$ cat config.mk
export PLATFORM = sky130hd
export DESIGN_NAME = interp_upsampler
export DESIGN_NICKNAME = d
export VERILOG_FILES = /design/src/rtl/interp_pkg.sv /design/src/rtl/interp_hold_buf.sv /design/src/rtl/interp_upsampler.sv
export SDC_FILE = /design/constraint.sdc
export NUM_CORES = 1
export LEC_CHECK = 0
export BUFFER_PORTS_ARGS = -buffer_cell sky130_fd_sc_hd__buf_2
export CELL_PAD_IN_SITES_DETAIL_PLACEMENT = 1
export CELL_PAD_IN_SITES_GLOBAL_PLACEMENT = 1
export CORE_MARGIN = 8
export CORE_UTILIZATION = 40
export CTS_BUF_LIST = sky130_fd_sc_hd__clkbuf_8
export CTS_CLUSTER_SIZE = 12
export DETAILED_ROUTE_END_ITERATION = 10
export PLACE_DENSITY_LB_ADDON = 0.12
export SYNTH_ARGS = -nofsm -noshare
export SYNTH_HDL_FRONTEND = slang
export SYNTH_SLANG_ARGS = --single-unit
$ cat constraint.sdc
create_clock -name clk -period 1.78 [get_ports clk]
set_clock_uncertainty 0.1 [all_clocks]
set_input_delay 0.089 -clock clk [delete_from_list [all_inputs] [get_ports clk]]
set_output_delay 0.089 -clock clk [all_outputs]
set_load 0.01 [all_outputs]
$ cat src/rtl/interp_pkg.sv
// Shared types, defaults and helpers for the interpolation upsampler.
package interp_pkg;

  typedef enum logic {
    IDLE = 1'b0,
    RUN  = 1'b1
  } state_t;

  localparam int unsigned DATA_WIDTH_DEF = 5;

  // Phase counter width: $clog2(L), never narrower than one bit.
  function automatic int unsigned phase_width(input int unsigned l);
    return (l <= 1) ? 1 : $clog2(l);
  endfunction

endpackage

$ cat src/rtl/interp_hold_buf.sv
// One-entry sample buffer; a write in the drain cycle replaces the drained entry.
module interp_hold_buf
  import interp_pkg::*;
#(
  parameter int unsigned DATA_WIDTH = DATA_WIDTH_DEF
) (
  input  logic                         clk,
  input  logic                         rst,
  input  logic                         wr,
  input  logic                         rd,
  input  logic signed [DATA_WIDTH-1:0] din,
  output logic signed [DATA_WIDTH-1:0] dout,
  output logic                         vld,
  output logic                         ready_c
);

  // Space is available when empty or when the entry leaves this cycle.
  assign ready_c = !vld || rd;

  // Capture on accept, otherwise empty on drain.
  always_ff @(posedge clk or negedge rst) begin
    if (!rst) begin
      dout <= '0;
      vld  <= 1'b0;
    end else if (wr) begin
      dout <= din;
      vld  <= 1'b1;
    end else if (rd) begin
      vld <= 1'b0;
    end
  end

endmodule

$ cat src/rtl/interp_upsampler.sv
// Zero-stuffing / zero-order-hold upsampler feeding the interpolation FIR.
module interp_upsampler
  import interp_pkg::*;
#(
  parameter int unsigned DATA_WIDTH      = DATA_WIDTH_DEF,
  parameter int unsigned UPSAMPLE_FACTOR = 4,
  parameter int unsigned HOLD_MODE       = 0
) (
  input  logic                         clk,
  input  logic                         rst,
  input  logic                         en,
  input  logic                         in_valid,
  output logic                         in_ready,
  input  logic signed [DATA_WIDTH-1:0] in,
  output logic signed [DATA_WIDTH-1:0] out,
  output logic                         out_valid,
  output logic                         frame_start,
  output logic                         underrun
);

  localparam int unsigned PW = phase_width(UPSAMPLE_FACTOR);
  localparam logic [PW-1:0] LAST = PW'(UPSAMPLE_FACTOR - 1);

  state_t                       state;
  logic [PW-1:0]                phase;
  logic signed [DATA_WIDTH-1:0] hold_q;
  logic                         hold_vld;
  logic                         ready_c;
  logic                         load_c;
  logic                         accept_c;

  assign in_ready = ready_c;
  assign accept_c = in_valid && ready_c;

  interp_hold_buf #(
    .DATA_WIDTH(DATA_WIDTH)
  ) u_hold_buf (
    .clk    (clk),
    .rst    (rst),
    .wr     (accept_c),
    .rd     (load_c),
    .din    (in),
    .dout   (hold_q),
    .vld    (hold_vld),
    .ready_c(ready_c)
  );

  // Load cycle: start of a frame in IDLE, or the last phase while running.
  always_comb begin
    load_c = 1'b0;
    if (en) begin
      if (state == IDLE) load_c = hold_vld;
      else               load_c = (phase == LAST);
    end
  end

  // Frame FSM, phase counter and registered output stage.
  always_ff @(posedge clk or negedge rst) begin
    if (!rst) begin
      state       <= IDLE;
      phase       <= '0;
      out         <= '0;
      out_valid   <= 1'b0;
      frame_start <= 1'b0;
      underrun    <= 1'b0;
    end else if (!en) begin
      state       <= IDLE;
      phase       <= '0;
      out         <= '0;
      out_valid   <= 1'b0;
      frame_start <= 1'b0;
      underrun    <= 1'b0;
    end else begin
      case (state)
        IDLE: begin
          phase <= '0;
          if (hold_vld) begin
            state       <= RUN;
            out         <= hold_q;
            out_valid   <= 1'b1;
            frame_start <= 1'b1;
          end else begin
            out         <= '0;
            out_valid   <= 1'b0;
            frame_start <= 1'b0;
          end
        end
        RUN: begin
          out_valid <= 1'b1;
          phase     <= (phase == LAST) ? '0 : PW'(phase + 1'b1);
          if (phase == LAST) begin
            frame_start <= 1'b1;
            if (hold_vld) begin
              out <= hold_q;
            end else begin
              out      <= '0;
              underrun <= 1'b1;
            end
          end else begin
            frame_start <= 1'b0;
            out         <= (HOLD_MODE != 0) ? out : '0;
          end
        end
        default: begin
          state <= IDLE;
          phase <= '0;
        end
      endcase
    end
  end

endmodule

Word level (Yosys, flattened, before mapping)

Index checks and enable logic that the tools add are counted.

Add/subtract/negate cells: 1
Equal/unequal tests: 4
Multiplexer cells: 23
Bitwise gates (word level): 1
Reduce and logical (&&, ||, !) cells: 5

Operators by type and width:

| cell                  | count |
|---|---|
| $mux W5               | 3 |
| $mux W1               | 14 |
| $pmux W5 S2           | 1 |
| $mux W2               | 2 |
| $ne A2 B1 Y1 const B  | 2 |
| $pmux W1 S2           | 2 |
| $pmux W2 S2           | 1 |
| $reduce_and A3 Y1     | 1 |
| $add A2 B1 Y2 const B | 1 |
| $eq A2 B2 Y1 const B  | 1 |
| $ne A2 B2 Y1 const B  | 1 |
| $reduce_bool A2 Y1    | 1 |
| $logic_and A1 B1 Y1   | 1 |
| $logic_not A1 Y1      | 1 |
| $logic_or A1 B1 Y1    | 1 |
| $not A1 Y1            | 1 |

Register bits: 17
Bits of input ports: 9
Output and inout port bits: 9
Logic and storage cells: 42

Longest topological paths before layout

Gate-level depths: netlist of the first run.

Word-level depth: 6
Mapped depth: 4
Gate-level depth less buffers: 4

By module

Synthesis of the first run repeated with hierarchy kept, for this count alone.

Cells, all modules: 44
Area total of the unflattened synthesis: 659.4 µm²

By module, submodules not included:

| module           | instances | cells an instance | area each (µm²) | sequential area each (µm²) |
|---|---|---|---|---|
| interp_upsampler | 1         | 30                | 407.9           | 250.2 |
| interp_hold_buf  | 1         | 14                | 251.5           | 150.1 |

Least setup slack after synthesis of the first run

Ideal clock, no wire load.

Path kind: register -> register
Start point: register phase[0]
End point: register u_hold_buf.dout[0]
Setup time: 0.125 ns
Data arrival time: 1.172 ns
Required time: 1.555 ns
Setup slack: 0.383 ns
Stages on the path, launching flop included: 5
Path buffers: 0
Clock period less this slack: 1.397 ns
Cell sequence: dfrtp_1 ha_1 nor2b_4 o22ai_4 mux2_4

Cells in the longest elaborated chain, start to end: 5

Ends and longest elaborated chain:

| item                   | RTL line               | source |
|---|---|---|
| from (decl)            | interp_upsampler.sv:25 | `logic [PW-1:0] phase;` |
| from (signal assigned) | interp_upsampler.sv:90 | `phase <= (phase == LAST) ? '0 : PW'(phase + 1'b1);` |
| $eq A2 B2 Y1           | interp_upsampler.sv:53 | `else load_c = (phase == LAST);` |
| $mux W1                | interp_upsampler.sv:52 | `if (state == IDLE) load_c = hold_vld;` |
| $mux W1                | interp_upsampler.sv:51 | `if (en) begin` |
| $logic_or A1 B1 Y1     | interp_hold_buf.sv:18  | `assign ready_c = !vld \|\| rd;` |
| $logic_and A1 B1 Y1    | interp_upsampler.sv:33 | `assign accept_c = in_valid && ready_c;` |
| to (signal assigned)   | interp_hold_buf.sv:26  | `dout <= din;` |
| to (decl)              | interp_hold_buf.sv:12  | `output logic signed [DATA_WIDTH-1:0] dout,` |

No other way between the ends.
A chain may end at the register's enable or synchronous reset.

Final worst setup path of the first run

Start point: register phase[0]
End point: output in_ready

Cells in the longest elaborated chain, start to end: 4

Ends and longest elaborated chain:

| item               | RTL line               | source |
|---|---|---|
| $eq A2 B2 Y1       | interp_upsampler.sv:53 |  |
| $mux W1            | interp_upsampler.sv:52 |  |
| $mux W1            | interp_upsampler.sv:51 |  |
| $logic_or A1 B1 Y1 | interp_hold_buf.sv:18  |  |
| to (decl)          | interp_upsampler.sv:13 | `output logic in_ready,` |

No other way between the ends.

==> impl_metrics.env, run 1 <==
export IMPL_die_area_sq_um=3110
export IMPL_io_pin_count=18
export IMPL_place_inst=81
export IMPL_synth_cells=48
export IMPL_whs_ns=0.0505
export IMPL_synth_edf_count=0
export IMPL_antenna_found_initial=0
export IMPL_yosys_top_cells_area="dfrtp_1 (63%), mux2_4 (12%), inv_1 (4.8%)"
export IMPL_synth_top_area_frac=0.634
export IMPL_status="finished, final reports clean"
export IMPL_core_area_sq_um=1490
export IMPL_path_clk_slew_ns=0.06
export IMPL_cp_arrival_ns=1.44
export IMPL_port_buffers=17
export IMPL_clock_sinks=16
export IMPL_ant_nets=0
export IMPL_crit_path_end_kind="primary output"
export IMPL_diodes=0
export IMPL_hp_class="in -> reg"
export IMPL_route_vias_total=425
export IMPL_yosysTopAreaCell="dfrtp_1"
export IMPL_tns_ns=0
export IMPL_ys_flop_type="dfrtp_1"
export IMPL_vias_per_cell=4.62
export IMPL_power_density_nw_per_um2=1020
export IMPL_yosys_warnings=0
export IMPL_cts_buffers=3
export IMPL_synthArstFlopShare=1.00
export IMPL_cp_data_required_time_ns=1.59
export IMPL_grt_max_degree=17
export IMPL_ys_ff_latch=16
export IMPL_multi_input_comb_area_sq_um=201
export IMPL_hold_violations=0
export IMPL_critPathKind="reg -> out"
export IMPL_htreeDepth=1
export IMPL_grt_ovfl_total=0
export IMPL_regArea_sq_um=400
export IMPL_initial_utilization=0.424
export IMPL_drive_above_1_share=0.395
export IMPL_avgSynthCellArea_sq_um=13.2
export IMPL_clk_path_buf_depth=2
export IMPL_routedWlPerCell_um=13.3
export IMPL_final_max_slew_viol_count=0
export IMPL_setup_viol_count_final=0
export IMPL_final_core_util=0.579
export IMPL_root_buffer="clkbuf_8"
export IMPL_cts_tree="yes"
export IMPL_fin_crit_ns=1.63
export IMPL_final_nets=87
export IMPL_ys_seq_area_frac=0.634
export IMPL_dp_hpwl_um=937
export IMPL_p_leak_uw=0.000474
export IMPL_clk_latency_ns=0.24
export IMPL_irDropWorstVdd_uv=554
export IMPL_maxCapViolCount=0
export IMPL_grt_pass1_vias=517
export IMPL_layoutNonFillerInstCount=92
export IMPL_drt_iter0_markers=3
export IMPL_period_share=0.915
export IMPL_worstSetupStartpointType="flop"
export IMPL_fmax_mhz=614
export IMPL_fillCellCount=159
export IMPL_cts_resized=0
export IMPL_rsz0062_at_grt="no"
export IMPL_synth_cell_area_sq_um=632
export IMPL_place_congestion=0.732
export IMPL_syn_nets=58
export IMPL_first_pass_iters=2
export IMPL_groute_usage_overall=0.0833
export IMPL_tightestPinTransition_ns=0.369
export IMPL_drc=0
export IMPL_grt_pass1_wl_mm=2.21
export IMPL_rows=14
export IMPL_crit_fanout=5
export IMPL_synth_commonest_cells="dfrtp_1 (16), inv_1 (8), nor2_1 (8)"
export IMPL_wl_mm=1.23
export IMPL_yosysMostFrequentCell="dfrtp_1"
export IMPL_power_uw=876
export IMPL_fp_dieH_um=55.7
export IMPL_syn_to_final_growth_pct=36.4
export IMPL_relSlewSlack=0.751
export IMPL_synth_distinct_cells=14
export IMPL_die_w_um=55.7
==> area by class of cell <==
class	instances	area share
repair buffers	24	0.180
clock buffers	4	0.0639
flip-flops and latches	16	0.464
well taps	16	0.0232
multi-input cells	24	0.234
inverters	8	0.0348
==> what timing repair did <==
action / 4_1_cts / 5_1_grt
buffers inserted: 0 / 0
hold buffers: 7 / 0
hold endpoints to repair: 22 / 0
==> kinds of logic (layout without fill, tap and decap cells) <==
logic type,count (synthesis),count (layout),synth area share
DFF,16,16,0.634
and+or+nand+nor,15,15,0.131
buffers and inverters,8,36,0.0475
muxes,5,5,0.119
AOI/OAI and AO/OA,3,3,0.0495
adders and majority gates,1,1,0.0198
==> registers in the layout, indices dropped and copies added (netlist names) <==
name,count
frame_start,1
out,5
out_valid,1
phase,2
u_hold_buf.dout,5
u_hold_buf.vld,1
underrun,1
==> final timing paths <==
kind,to,startpoint,cells past startpoint,slack (ns)
min in group asynchronous,out[2]$_DFF_PN0_,rst,2,0.18
max in group asynchronous,phase[0]$_DFF_PN0_,rst,2,1.15
hold reg to reg,phase[0]$_DFF_PN0_,phase[0]$_DFF_PN0_,1,0.35
setup / recovery,in_ready,phase[0]$_DFF_PN0_,4,0.15
hold / removal,phase[1]$_DFF_PN0_,en,2,0.05
setup reg to reg,u_hold_buf.dout[2]$_DFFE_PN0P_,phase[0]$_DFF_PN0_,4,0.28
==> power breakdown <==
part | internal (uW) | switching (uW) | total, uW | leakage [uW]
Combinational | 80.0 | 60.4 | 140 | 0.000243
Clock | 195 | 111 | 307 | 0.0000288
Sequential | 405 | 23.7 | 429 | 0.000202
==> per-stage QoR <==
step	instance area, sq um	setup slack (ns)
final	862	0.151
after global routing	862	0.0874
after CTS	862	0.160
after detailed placement	737	0.318
after global placement	737	0.344
after floorplan	632	0.383
==> per-layer routing <==
layer  GRT usage  up-vias  part of all wire
met2       0.141       16              0.48
met4           0        0                 0
li1            -      208                 -
met1      0.0924      201              0.43
met3      0.0502        0             0.089
met5           0        -                 0
==> layout by cell type, fill, tap and decap left out, drive strengths merged <==
master / instances
a31oi: 1
and3: 1
buf: 17
clkbuf: 4
dfrtp: 16
dlygate4sd3: 7
ha: 1
inv: 8
mux2: 5
nand2: 2
nor2: 8
nor2b: 1
nor3: 1
nor3b: 1
o21ai: 1
o22ai: 1
or3: 1
==> worst max-delay path, stage by stage (launching register included) <==
cell and delay [ns]:
dfrtp_1 0.38, ha_1 0.24, nor2b_4 0.20, o21ai_0 0.18
buf_2 0.19
Note: power is estimated with default switching activity, not from simulation.
==> run 2, diff against run 1 <==
--- a/config.mk
+++ b/config.mk
@@ -9,7 +9,7 @@
 export CELL_PAD_IN_SITES_DETAIL_PLACEMENT = 1
 export CELL_PAD_IN_SITES_GLOBAL_PLACEMENT = 1
 export CORE_MARGIN = 8
-export CORE_UTILIZATION = 40
+export CORE_UTILIZATION = 37
 export CTS_BUF_LIST = sky130_fd_sc_hd__clkbuf_8
 export CTS_CLUSTER_SIZE = 12
 export DETAILED_ROUTE_END_ITERATION = 10
==> constraint.sdc (replaced) <==
create_clock -name clk -period 1.3 [get_ports clk]
set_clock_uncertainty 0.1 [all_clocks]
set_input_delay 0.065 -clock clk [delete_from_list [all_inputs] [get_ports clk]]
set_output_delay 0.065 -clock clk [all_outputs]
set_load 0.01 [all_outputs]
==> impl_metrics.env, run 2 (synthesis gave the netlist of run 1 again) <==
export IMPL_status="finished with violations"
export IMPL_violations="negative setup slack"
export IMPL_io_pin_count=18
export IMPL_dp_hpwl_um=990
export IMPL_power_uw=1250
export IMPL_groute_usage_overall=0.0942
export IMPL_layout_setup_ws_ns=-0.145
export IMPL_drive_above_1_share=0.524
export IMPL_whs_ns=0.0154
export IMPL_root_buffer="clkbuf_8"
export IMPL_port_buffers=17
export IMPL_drc=0
export IMPL_final_core_util=0.575
export IMPL_worstSetupEndpoint="in_ready"
export IMPL_grt_max_degree=17
export IMPL_p_comb_frac=0.193
export IMPL_intPower_uw=963
export IMPL_htreeDepth=1
export IMPL_cts_tree="yes"
export IMPL_ant_nets=0
export IMPL_fin_area_sq_um=961
export IMPL_core_area_sq_um=1670
export IMPL_swShare=0.232
export IMPL_reg2reg_slack_ns=-0.08
export IMPL_grt_pass1_vias=517
export IMPL_clock_sinks=16
export IMPL_cts_buffers=3
export IMPL_die_area_sq_um=3290
export IMPL_largest_registers="out: 5 flops, u_hold_buf.dout: 5 flops, phase: 2 flops"
export IMPL_layoutNonFillerInstCount=99
export IMPL_routedWlPerCell_um=13.5
export IMPL_seqPwrFrac=0.466
export IMPL_p_leak_uw=0.000508
export IMPL_clk_path_buf_depth=2
export IMPL_relSlewSlack=0.772
export IMPL_r2r_end="u_hold_buf.dout[3]$_DFFE_PN0P_"
export IMPL_final_nets=93
export IMPL_place_inst=86
export IMPL_path_clk_slew_ns=0.06
export IMPL_final_max_slew_viol_count=0
export IMPL_drt_iter0_markers=1
export IMPL_vias_per_cell=4.47
export IMPL_placed_area_sq_um=771
export IMPL_hold_violations=0
export IMPL_p_clk_frac=0.340
export IMPL_period_share=1.11
export IMPL_hp_class="in -> reg"
export IMPL_r2r_start="phase[0]$_DFF_PN0_"
export IMPL_worst_r2r_path_depth=4
export IMPL_power_density_nw_per_um2=1310
export IMPL_rows=15
export IMPL_crit_fanout=4
export IMPL_grt_ovfl_total=0
export IMPL_maxCapViolCount=0
export IMPL_setup_viol_count_final=12
export IMPL_place_congestion=0.745
export IMPL_fmax_mhz=692
export IMPL_cp_arrival_ns=1.28
export IMPL_rsz0062_at_grt="yes"
export IMPL_crit_path_start="phase[0]$_DFF_PN0_"
export IMPL_clk_latency_ns=0.25
export IMPL_crit_path_end_kind="primary output"
export IMPL_die_w_um=57.3
export IMPL_critPathKind="reg -> out"
export IMPL_route_vias_total=443
export IMPL_worstSetupStartpointType="flop"
export IMPL_irDropWorstVdd_uv=1090
export IMPL_syn_to_final_growth_pct=52.1
export IMPL_tightestPinTransition_ns=0.341
export IMPL_cp_data_required_time_ns=1.13
export IMPL_wl_mm=1.34
export IMPL_diodes=0
export IMPL_first_pass_iters=3
export IMPL_power_switching_uw=291
export IMPL_final_cell_mix="dfrtp_1 (16), buf_2 (16), inv_1 (8), dlygate4sd3_1 (7), mux2_4 (5)"
export IMPL_antenna_found_initial=0
export IMPL_grt_pass1_wl_mm=2.37
export IMPL_fp_dieH_um=57.3
export IMPL_fin_crit_ns=1.45
export IMPL_initial_utilization=0.378
[run 2: worst min-delay path by stage]
stage	endpoint	slack, ns	cells after the start	startpoint
after CTS	phase[1]$_DFF_PN0_	0.01	2	en
after global routing	phase[1]$_DFF_PN0_	0.02	2	en
after floorplan	frame_start$_DFF_PN0_	-0.33	0	rst
after detailed placement	frame_start$_DFF_PN0_	-0.11	1	rst
final	phase[1]$_DFF_PN0_	0.02	2	en
after global placement	frame_start$_DFF_PN0_	-0.11	1	rst
[run 2: per-layer routing]
layer / part of all wire / GRT usage / vias to the layer above
li1: - / - / 220
met1: 0.39 / 0.0971 / 207
met2: 0.50 / 0.150 / 16
met3: 0.11 / 0.0695 / 0
met4: 0 / 0.0214 / 0
met5: 0 / 0 / -
[run 2: repair_timing]
action,CTS,global route
pin swaps,1,1
gates resized for setup,8,4
hold buffers,7,0
endpoints found under the hold margin,22,0
setup endpoints to repair,12,12
setup buffers,1,1
[run 2: critical path, stage by stage (launching register included)]
cell and delay (ns):
dfrtp_1 0.41, ha_4 0.18, nor2b_4 0.14, buf_6 0.13, o21ai_4 0.06, buf_6 0.12
[run 2: power groups by stage]
stage	clock (uW)	sequential [uW]	combinational, uW
after global placement	0	594	190
after CTS	436	587	236
final	427	585	243
after floorplan	0	597	110
after detailed placement	0	595	196
after global routing	456	594	267
[run 2: layout make-up]
| class | instances | area (sq um) |
|---|---|---|
| clock buffers | 4 | 55.1 |
| fillers | 178 | 709 |
| well taps | 17 | 21.3 |
| flip-flops and latches | 16 | 400 |
| multi-input cells | 24 | 240 |
| inverters | 8 | 30.0 |
| repair buffers | 30 | 214 |
[run 2: metrics by stage]
stage	setup WS [ns]	TNS, ns
6_report	-0.145	-0.715
5_1_grt	-0.199	-1.24
4_1_cts	-0.166	-0.939
3_5_place_dp	-0.0895	-0.787
3_3_place_gp	-0.0468	-0.396
2_1_floorplan	-0.0384	-0.192
